==> config.mk <==
export PLATFORM = sky130hd
export DESIGN_NAME = rx_ds_char
export DESIGN_NICKNAME = d
export VERILOG_FILES = /design/src/rtl/rx_ds_char.sv
export SDC_FILE = /design/constraint.sdc
export NUM_CORES = 1
export LEC_CHECK = 0
export ABC_AREA = 1
export CELL_PAD_IN_SITES_DETAIL_PLACEMENT = 1
export CELL_PAD_IN_SITES_GLOBAL_PLACEMENT = 1
export CORE_MARGIN = 2
export CORE_UTILIZATION = 37
export DETAILED_ROUTE_END_ITERATION = 16
export GPL_TIMING_DRIVEN = 1
export PLACE_DENSITY = 0.83
export SLEW_MARGIN = 20
export SYNTH_ARGS = -nofsm -noshare
export SYNTH_HDL_FRONTEND = slang
export SYNTH_SLANG_ARGS = --single-unit
==> constraint.sdc <==
create_clock -name RxClk -period 1.47 [get_ports RxClk]
set_input_delay 0.147 -clock RxClk [delete_from_list [all_inputs] [get_ports RxClk]]
set_output_delay 0.147 -clock RxClk [all_outputs]
set_load 0.02 [all_outputs]
==> src/rtl/rx_ds_char.sv <==
// rx_ds_char: receive-side character deserializer for the dual-rail (Rx1/Rx0)
// serial link. Frames parity, flag and data bits into characters and holds
// each completed character in a one-entry valid/ready output register.
//
// Optional feature macro: RX_PARITY_CHECK_EN
//   defined   -> parity_err_o reports odd-parity mismatch per character
//   undefined -> parity bit is consumed for framing only, parity_err_o = 0
//
// state   | meaning
// --------+---------------------------------------------------------------
// ST_PAR  | waiting for the first bit of a character (parity); idle unlimited
// ST_FLG  | parity captured, waiting for the flag bit
// ST_DAT  | shifting data bits LSB first (8 for flag 0, 2 for flag 1)
module rx_ds_char #(
  parameter int unsigned IDLE_LIMIT = 4
) (
  input  logic       RxClk,
  input  logic       RxReset,
  input  logic       Rx1,
  input  logic       Rx0,
  output logic       valid_o,
  input  logic       ready_i,
  output logic [7:0] dat_o,
  output logic       lchar_o,
  output logic       parity_err_o,
  output logic       rail_err_o,
  output logic       overrun_o,
  output logic       abort_o
);

  typedef enum logic [1:0] {
    ST_PAR,
    ST_FLG,
    ST_DAT
  } state_t;

  localparam logic [3:0] IDLE_RELOAD = 4'(IDLE_LIMIT - 1);

  state_t     state;
  logic       r1_q;
  logic       r0_q;
  logic       flag_q;
  logic [2:0] bit_cnt;
  logic [3:0] idle_left;
  logic [7:0] data_q;
  logic [7:0] data_nxt;
  logic       last_bit;
  logic       bit_vld;
  logic       rail_bad;
  logic       perr_nxt;
`ifdef RX_PARITY_CHECK_EN
  logic       par_q;
`endif

  // Rails are registered once before framing; no synchronizer is needed.
  always_ff @(posedge RxClk or negedge RxReset) begin
    if (!RxReset) begin
      r1_q <= 1'b0;
      r0_q <= 1'b0;
    end else begin
      r1_q <= Rx1;
      r0_q <= Rx0;
    end
  end

  assign bit_vld  = r1_q ^ r0_q;
  assign rail_bad = r1_q & r0_q;
  assign last_bit = flag_q ? (bit_cnt == 3'd1) : (bit_cnt == 3'd7);

  // Data word as it will look once the current bit is placed at its position.
  always_comb begin
    data_nxt          = data_q;
    data_nxt[bit_cnt] = r1_q;
  end

`ifdef RX_PARITY_CHECK_EN
  // Parity bit XOR all data bits must be 1; unused upper bits of a link
  // character are zero and do not disturb the reduction.
  assign perr_nxt = ~(par_q ^ (^data_nxt));
`else
  assign perr_nxt = 1'b0;
`endif

  // Framing FSM with idle down-counter, output register and error pulses.
  always_ff @(posedge RxClk or negedge RxReset) begin
    if (!RxReset) begin
      state        <= ST_PAR;
      flag_q       <= 1'b0;
      bit_cnt      <= 3'd0;
      idle_left    <= 4'd0;
      data_q       <= 8'd0;
`ifdef RX_PARITY_CHECK_EN
      par_q        <= 1'b0;
`endif
      valid_o      <= 1'b0;
      dat_o        <= 8'd0;
      lchar_o      <= 1'b0;
      parity_err_o <= 1'b0;
      rail_err_o   <= 1'b0;
      overrun_o    <= 1'b0;
      abort_o      <= 1'b0;
    end else begin
      rail_err_o <= 1'b0;
      overrun_o  <= 1'b0;
      abort_o    <= 1'b0;
      if (valid_o && ready_i) valid_o <= 1'b0;

      if (rail_bad) begin
        rail_err_o <= 1'b1;
        state      <= ST_PAR;
        idle_left  <= IDLE_RELOAD;
      end else if (bit_vld) begin
        idle_left <= IDLE_RELOAD;
        case (state)
          ST_PAR: begin
`ifdef RX_PARITY_CHECK_EN
            par_q <= r1_q;
`endif
            state <= ST_FLG;
          end
          ST_FLG: begin
            flag_q  <= r1_q;
            bit_cnt <= 3'd0;
            data_q  <= 8'd0;
            state   <= ST_DAT;
          end
          ST_DAT: begin
            data_q  <= data_nxt;
            bit_cnt <= bit_cnt + 3'd1;
            if (last_bit) begin
              state <= ST_PAR;
              // A commit on the same edge as an accept reuses the register.
              if (!valid_o || ready_i) begin
                valid_o      <= 1'b1;
                dat_o        <= data_nxt;
                lchar_o      <= flag_q;
                parity_err_o <= perr_nxt;
              end else begin
                overrun_o <= 1'b1;
              end
            end
          end
          default: state <= ST_PAR;
        endcase
      end else if (state != ST_PAR) begin
        if (idle_left == 4'd0) begin
          abort_o   <= 1'b1;
          state     <= ST_PAR;
          idle_left <= IDLE_RELOAD;
        end else begin
          idle_left <= idle_left - 4'd1;
        end
      end
    end
  end

endmodule

== Yosys cells after proc, flatten, opt, wreduce, memory -nomap -nowiden ==
Index checks and enable logic that the tools add are counted.

* Output and inout port bits: 14
* Bits in registers: 33
* Input port bits: 5

* Eq/ne operators: 5
* Bitwise gates (word level): 3
* Mux-type cells: 32
* $add $sub $neg: 2
* Order comparisons: 2
* Reduce and logical (&&, ||, !) cells: 14

{| class="wikitable"
|+ Operators by type and width
! kind !! count
|-
| $mux W1 || 18
|-
| $mux W4 || 4
|-
| $pmux W8 S2 || 1
|-
| $mux W2 || 5
|-
| $reduce_and A3 Y1 || 3
|-
| $bwmux W8 || 1
|-
| $pmux W2 S3 || 1
|-
| $pmux W3 S2 || 1
|-
| $reduce_bool A3 Y1 || 2
|-
| $reduce_and A5 Y1 || 1
|-
| $logic_not A4 Y1 || 1
|-
| $lt A3 B4 Y1 const B || 1
|-
| $ne A4 B4 Y1 const B || 1
|-
| $reduce_bool A2 Y1 || 2
|-
| $sub A4 B1 Y4 const B || 1
|-
| $add A3 B1 Y3 const B || 1
|-
| $demux W1 S3 || 1
|-
| $eq A3 B1 Y1 const B || 1
|-
| $eq A3 B3 Y1 const B || 1
|-
| $ge A3 B1 Y1 const B || 1
|-
| $eq A2 B1 Y1 const B || 1
|-
| $eq A2 B2 Y1 const B || 1
|-
| $logic_and A1 B1 Y1 || 2
|-
| $logic_not A2 Y1 || 1
|-
| 5 further kinds || 5
|}

== Longest topological paths before layout ==
* Depth in word-level cells: 7
* Gate-level depth with buffers: 9
* Depth with buffers taken out: 9

== Worst setup path before layout ==
Ideal clock, no wire load.

* Path type: reg-to-reg
* Start: register r1_q
* End: register lchar_o
* Arrival time: 1.444 ns
* Required time: 1.352 ns
* Path buffers: 0
* Setup time: 0.118 ns
* Stages on the path, launching flop included: 8
* Setup slack: -0.092 ns
* Cells stage by stage: dfrtp_1 -> clkinv_1 -> ha_1 -> nand3_4 -> inv_2 -> nand4_4 -> nand2_1 -> nand2_1

* Word-level cells in the longest chain between the ends: 3
* Elaborated cells on any way between the ends: 4
* Classes of those cells: bitwise (3); reduce/logical (1)

{| class="wikitable"
|+ RTL lines
! what !! RTL line !! text
|-
| start: declaration || 40 || <nowiki>logic r1_q;</nowiki>
|-
| start signal: assignment || 61 || <nowiki>r1_q <= Rx1;</nowiki>
|-
| $and A1 B1 Y1 || 67 || <nowiki>assign rail_bad = r1_q & r0_q;</nowiki>
|-
| $not A1 Y1 (no source line) || n/a ||
|-
| $reduce_and A5 Y1 (no source line) * || n/a ||
|-
| end signal: assignment || 136 || <nowiki>lchar_o <= flag_q;</nowiki>
|-
| end: declaration || 24 || <nowiki>output logic lchar_o,</nowiki>
|}

Mark *: on every way between the ends. The rest lies on a longest branch, timed or not.
A chain may end at the register's enable or synchronous reset.

== Final worst setup path ==
* Start: register r1_q
* End: register dat_o[4]

* Word-level cells in the longest chain between the ends: 3
* Elaborated cells on any way between the ends: 5
* Classes of those cells: mux (1); bitwise (3); reduce/logical (1)

{| class="wikitable"
|+ RTL lines
! what !! RTL line !! text
|-
| $and A1 B1 Y1 || 67 ||
|-
| $not A1 Y1 (no source line) || n/a ||
|-
| $reduce_and A5 Y1 (no source line) || n/a ||
|-
| end signal: assignment || 135 || <nowiki>dat_o <= data_nxt;</nowiki>
|-
| end: declaration || 23 || <nowiki>output logic [7:0] dat_o,</nowiki>
|}

Several ways; a longest one is shown, not always the timed one.

==> results_dict.tcl <==
set metrics [dict create \
    status "completed" \
    clk_pin_slew_worst_paths_ps 70 \
    p_int_mw 1.719 \
    num_vias 1399 \
    insertion_delay_ps 290 \
    globalplace.congestion 0.7819 \
    ys_ff_latch 33 \
    mappedNetlistArea_mm2 0.001683 \
    grt_pass1_vias 1458 \
    antenna_found_initial 0 \
    comb_power_share_pct 21.1 \
    power_density_mw_per_mm2 1187 \
    avgSynthCellArea_um2 8.414 \
    p_clk_share_pct 35.8 \
    power_frac_seq_pct 43.1 \
    setup_tns_ps 0 \
    critPathArrivalTime_ps 1640 \
    grt_pass1_wl_um 6948 \
    dp_slack_ps -20.66 \
    start_util_pct 38.65 \
    p_total_mw 2.502 \
    cp_max_fo 6 \
    layout_commonest_cell "nand2_1" \
    drv_cap 0 \
    crit-reg2reg-capture "dat_o[4]" \
    vdd_drop_max_v 0.0006421 \
    synth_nets 214 \
    syn2layout_area_growth_pct 25.28 \
    placed_area_mm2 0.001929 \
    rr_worst_depth 7 \
    cpPeakStageDelay_ps 380 \
    dieArea_mm2 0.005104 \
    dp_hpwl_um 2862 \
    dr.pass1.iters 4 \
    seq_area_frac_synth_pct 49.07 \
    ioPinCount 19 \
    cts_buffers 5 \
    grt_max_degree 34 \
    drive_above_1_share_pct 16.74 \
    leakage_nw 1.069 \
    timing.final.crit_share_pct 99.47 \
    via_per_inst 5.014 \
    mostFrequentLayoutCells "nand2_1 (65), dfrtp_1 (32), nand3_1 (19)" \
    postLayoutSetupSlackWorst_ps 7.776 \
    fmax_mhz 683.9 \
    rr_startpoint "r1_q" \
    grt-ovfl-total 0 \
    yosys_warnings 0 \
    core_area_mm2 0.004354 \
    synth_cell_types 27 \
    wl_per_cell_um 15.08 \
    n_antenna_cell 0 \
    wirelength_um 4208 \
    p_sw_share_pct 31.30 \
    rsz0062_at_grt "yes" \
    switchingPower_mw 0.7831 \
    die_w_um 71.44 \
    path_common_cell "nand2_1" \
    r2r_setup_slack_ps 8 \
    cts_tree "done" \
    htreeDepth 2 \
    slew_violations 0 \
    end_kind "register" \
    clk_root_buffer_cell "clkbuf_8" \
    numClockSinks 33 \
    cts.path.max_buffers 2 \
    port_buffers 17 \
    hold_violations 0 \
    criticalPathCategory "register to register" \
    path_cells "clkinv_2 -> ha_4 -> nand3_4 -> inv_4 -> nand4_4 -> nand2_1 -> nand2_1" \
    hold_buffers 0 \
    row_count 24 \
    hp-class "input pin to async pin" \
    startpoint_type "register" \
    final_core_util_pct 48.42 \
    detailedRoute.firstIterationViolations 40 \
    num-nets-final 240 \
    critPathSlowestCell "dfrtp_1" \
    setup-violations-final 0 \
    dieHeight_um 71.44 \
    drc_errors 0 \
    fin_worst_skew_ps 5.734 \
    final_area_mm2 0.002108 \
    synth_cells 200 \
    crit_required_ps 1650 \
    grt_util_all_layers_pct 17.58 \
    ant_nets 0 \
    min_period_ps 1462 \
]
==> metrics by stage <==
step / hold WS, ps / instances
6_report: 264.6 / 279
2_1_floorplan: -148.6 / 200
3_3_place_gp: 461.6 / 269
4_1_cts: 281.2 / 278
3_5_place_dp: 469.6 / 269
5_1_grt: 303.9 / 279
==> flip-flops by register name (all words and copies together) (netlist names), 2 cells and up <==
signal / flops
dat_o: 8
data_q: 8
idle_left: 4
bit_cnt: 3
state: 2
==> cell families (layout without fill, tap and decap cells) <==
family,count (synthesis),count (layout),synth area share [%]
fa+ha+maj,9,9,6.692
xor+xnor,1,1,0.5205
buf+inv,28,54,7.509
other cells,1,1,0.2228
compound gates,21,21,6.617
flops,33,33,49.07
simple gates,107,108,29.37
==> what timing repair did <==
action,CTS,global route
cloned,1,0
pin swaps,1,7
setup endpoints to repair,8,25
gates resized for setup,1,17
buffers inserted,0,1
==> cells in the mapped netlist <==
library cell / n / area share (%)
a21oi_1: 3 / 0.89
a22oi_1: 1 / 0.45
a31oi_1: 2 / 0.74
buf_2: 2 / 0.59
buf_4: 1 / 0.45
buf_6: 2 / 1.3
clkinv_1: 1 / 0.22
conb_1: 1 / 0.22
dfrtp_1: 33 / 49
ha_1: 9 / 6.7
inv_1: 20 / 4.5
inv_2: 2 / 0.45
nand2_1: 74 / 17
nand3_1: 20 / 5.9
nand3_2: 1 / 0.59
nand3_4: 1 / 1.0
nand4_1: 1 / 0.37
nand4_4: 1 / 1.3
nor2_1: 5 / 1.1
nor2_2: 1 / 0.37
nor2_4: 1 / 0.67
nor2_8: 1 / 1.2
nor3_1: 1 / 0.30
o21ai_0: 12 / 3.6
o21ai_1: 2 / 0.59
o22ai_1: 1 / 0.37
xnor2_1: 1 / 0.52
==> worst max path at each step <==
stage | end | from | slack (ps)
6_report | dat_o[4] | r1_q | 8
5_1_grt | idle_left[3] | r1_q | -60
4_1_cts | lchar_o | lchar_o | 3
3_5_place_dp | dat_o[0] | r1_q | -20
3_3_place_gp | dat_o[7] | r1_q | 80
2_1_floorplan | lchar_o | r1_q | 90
==> worst max-delay path: cells and delay by family (launching register included) <==
family | cells | cell delay [ps]
DFF | 1 | 380
and+or+nand+nor | 4 | 450
buffers and inverters | 2 | 220
adders and majority gates | 1 | 310
==> area by class of cell <==
| cell class | count | area, um2 |
|---|---|---|
| clock buffer | 7 | 86.33 |
| sequential | 33 | 827.0 |
| clock inverter | 1 | 30.03 |
| inverter | 23 | 90.09 |
| multi-input combinational | 140 | 792.0 |
| timing repair buffer | 23 | 217.7 |
| fill | 513 | 2246 |
| tap | 52 | 65.06 |
==> routing by layer <==
| layer | vias up | global-route usage [%] | share of wire (%) |
|---|---|---|---|
| li1 | 691 | - | - |
| met1 | 683 | 22.15 | 46 |
| met2 | 20 | 29.94 | 50 |
| met3 | 5 | 4.782 | 2.9 |
| met4 | 0 | 4.403 | 0.97 |
| met5 | - | 0 | 0 |
==> power groups by stage <==
stage | registers, mW | logic [mW] | clock network (mW)
after global placement | 1.08 | 0.455 | 0
after floorplan | 1.07 | 0.329 | 0
after CTS | 1.07 | 0.497 | 0.911
final | 1.08 | 0.528 | 0.896
after global routing | 1.09 | 0.601 | 0.940
after detailed placement | 1.08 | 0.473 | 0
Power figures use the tool's default switching activity.
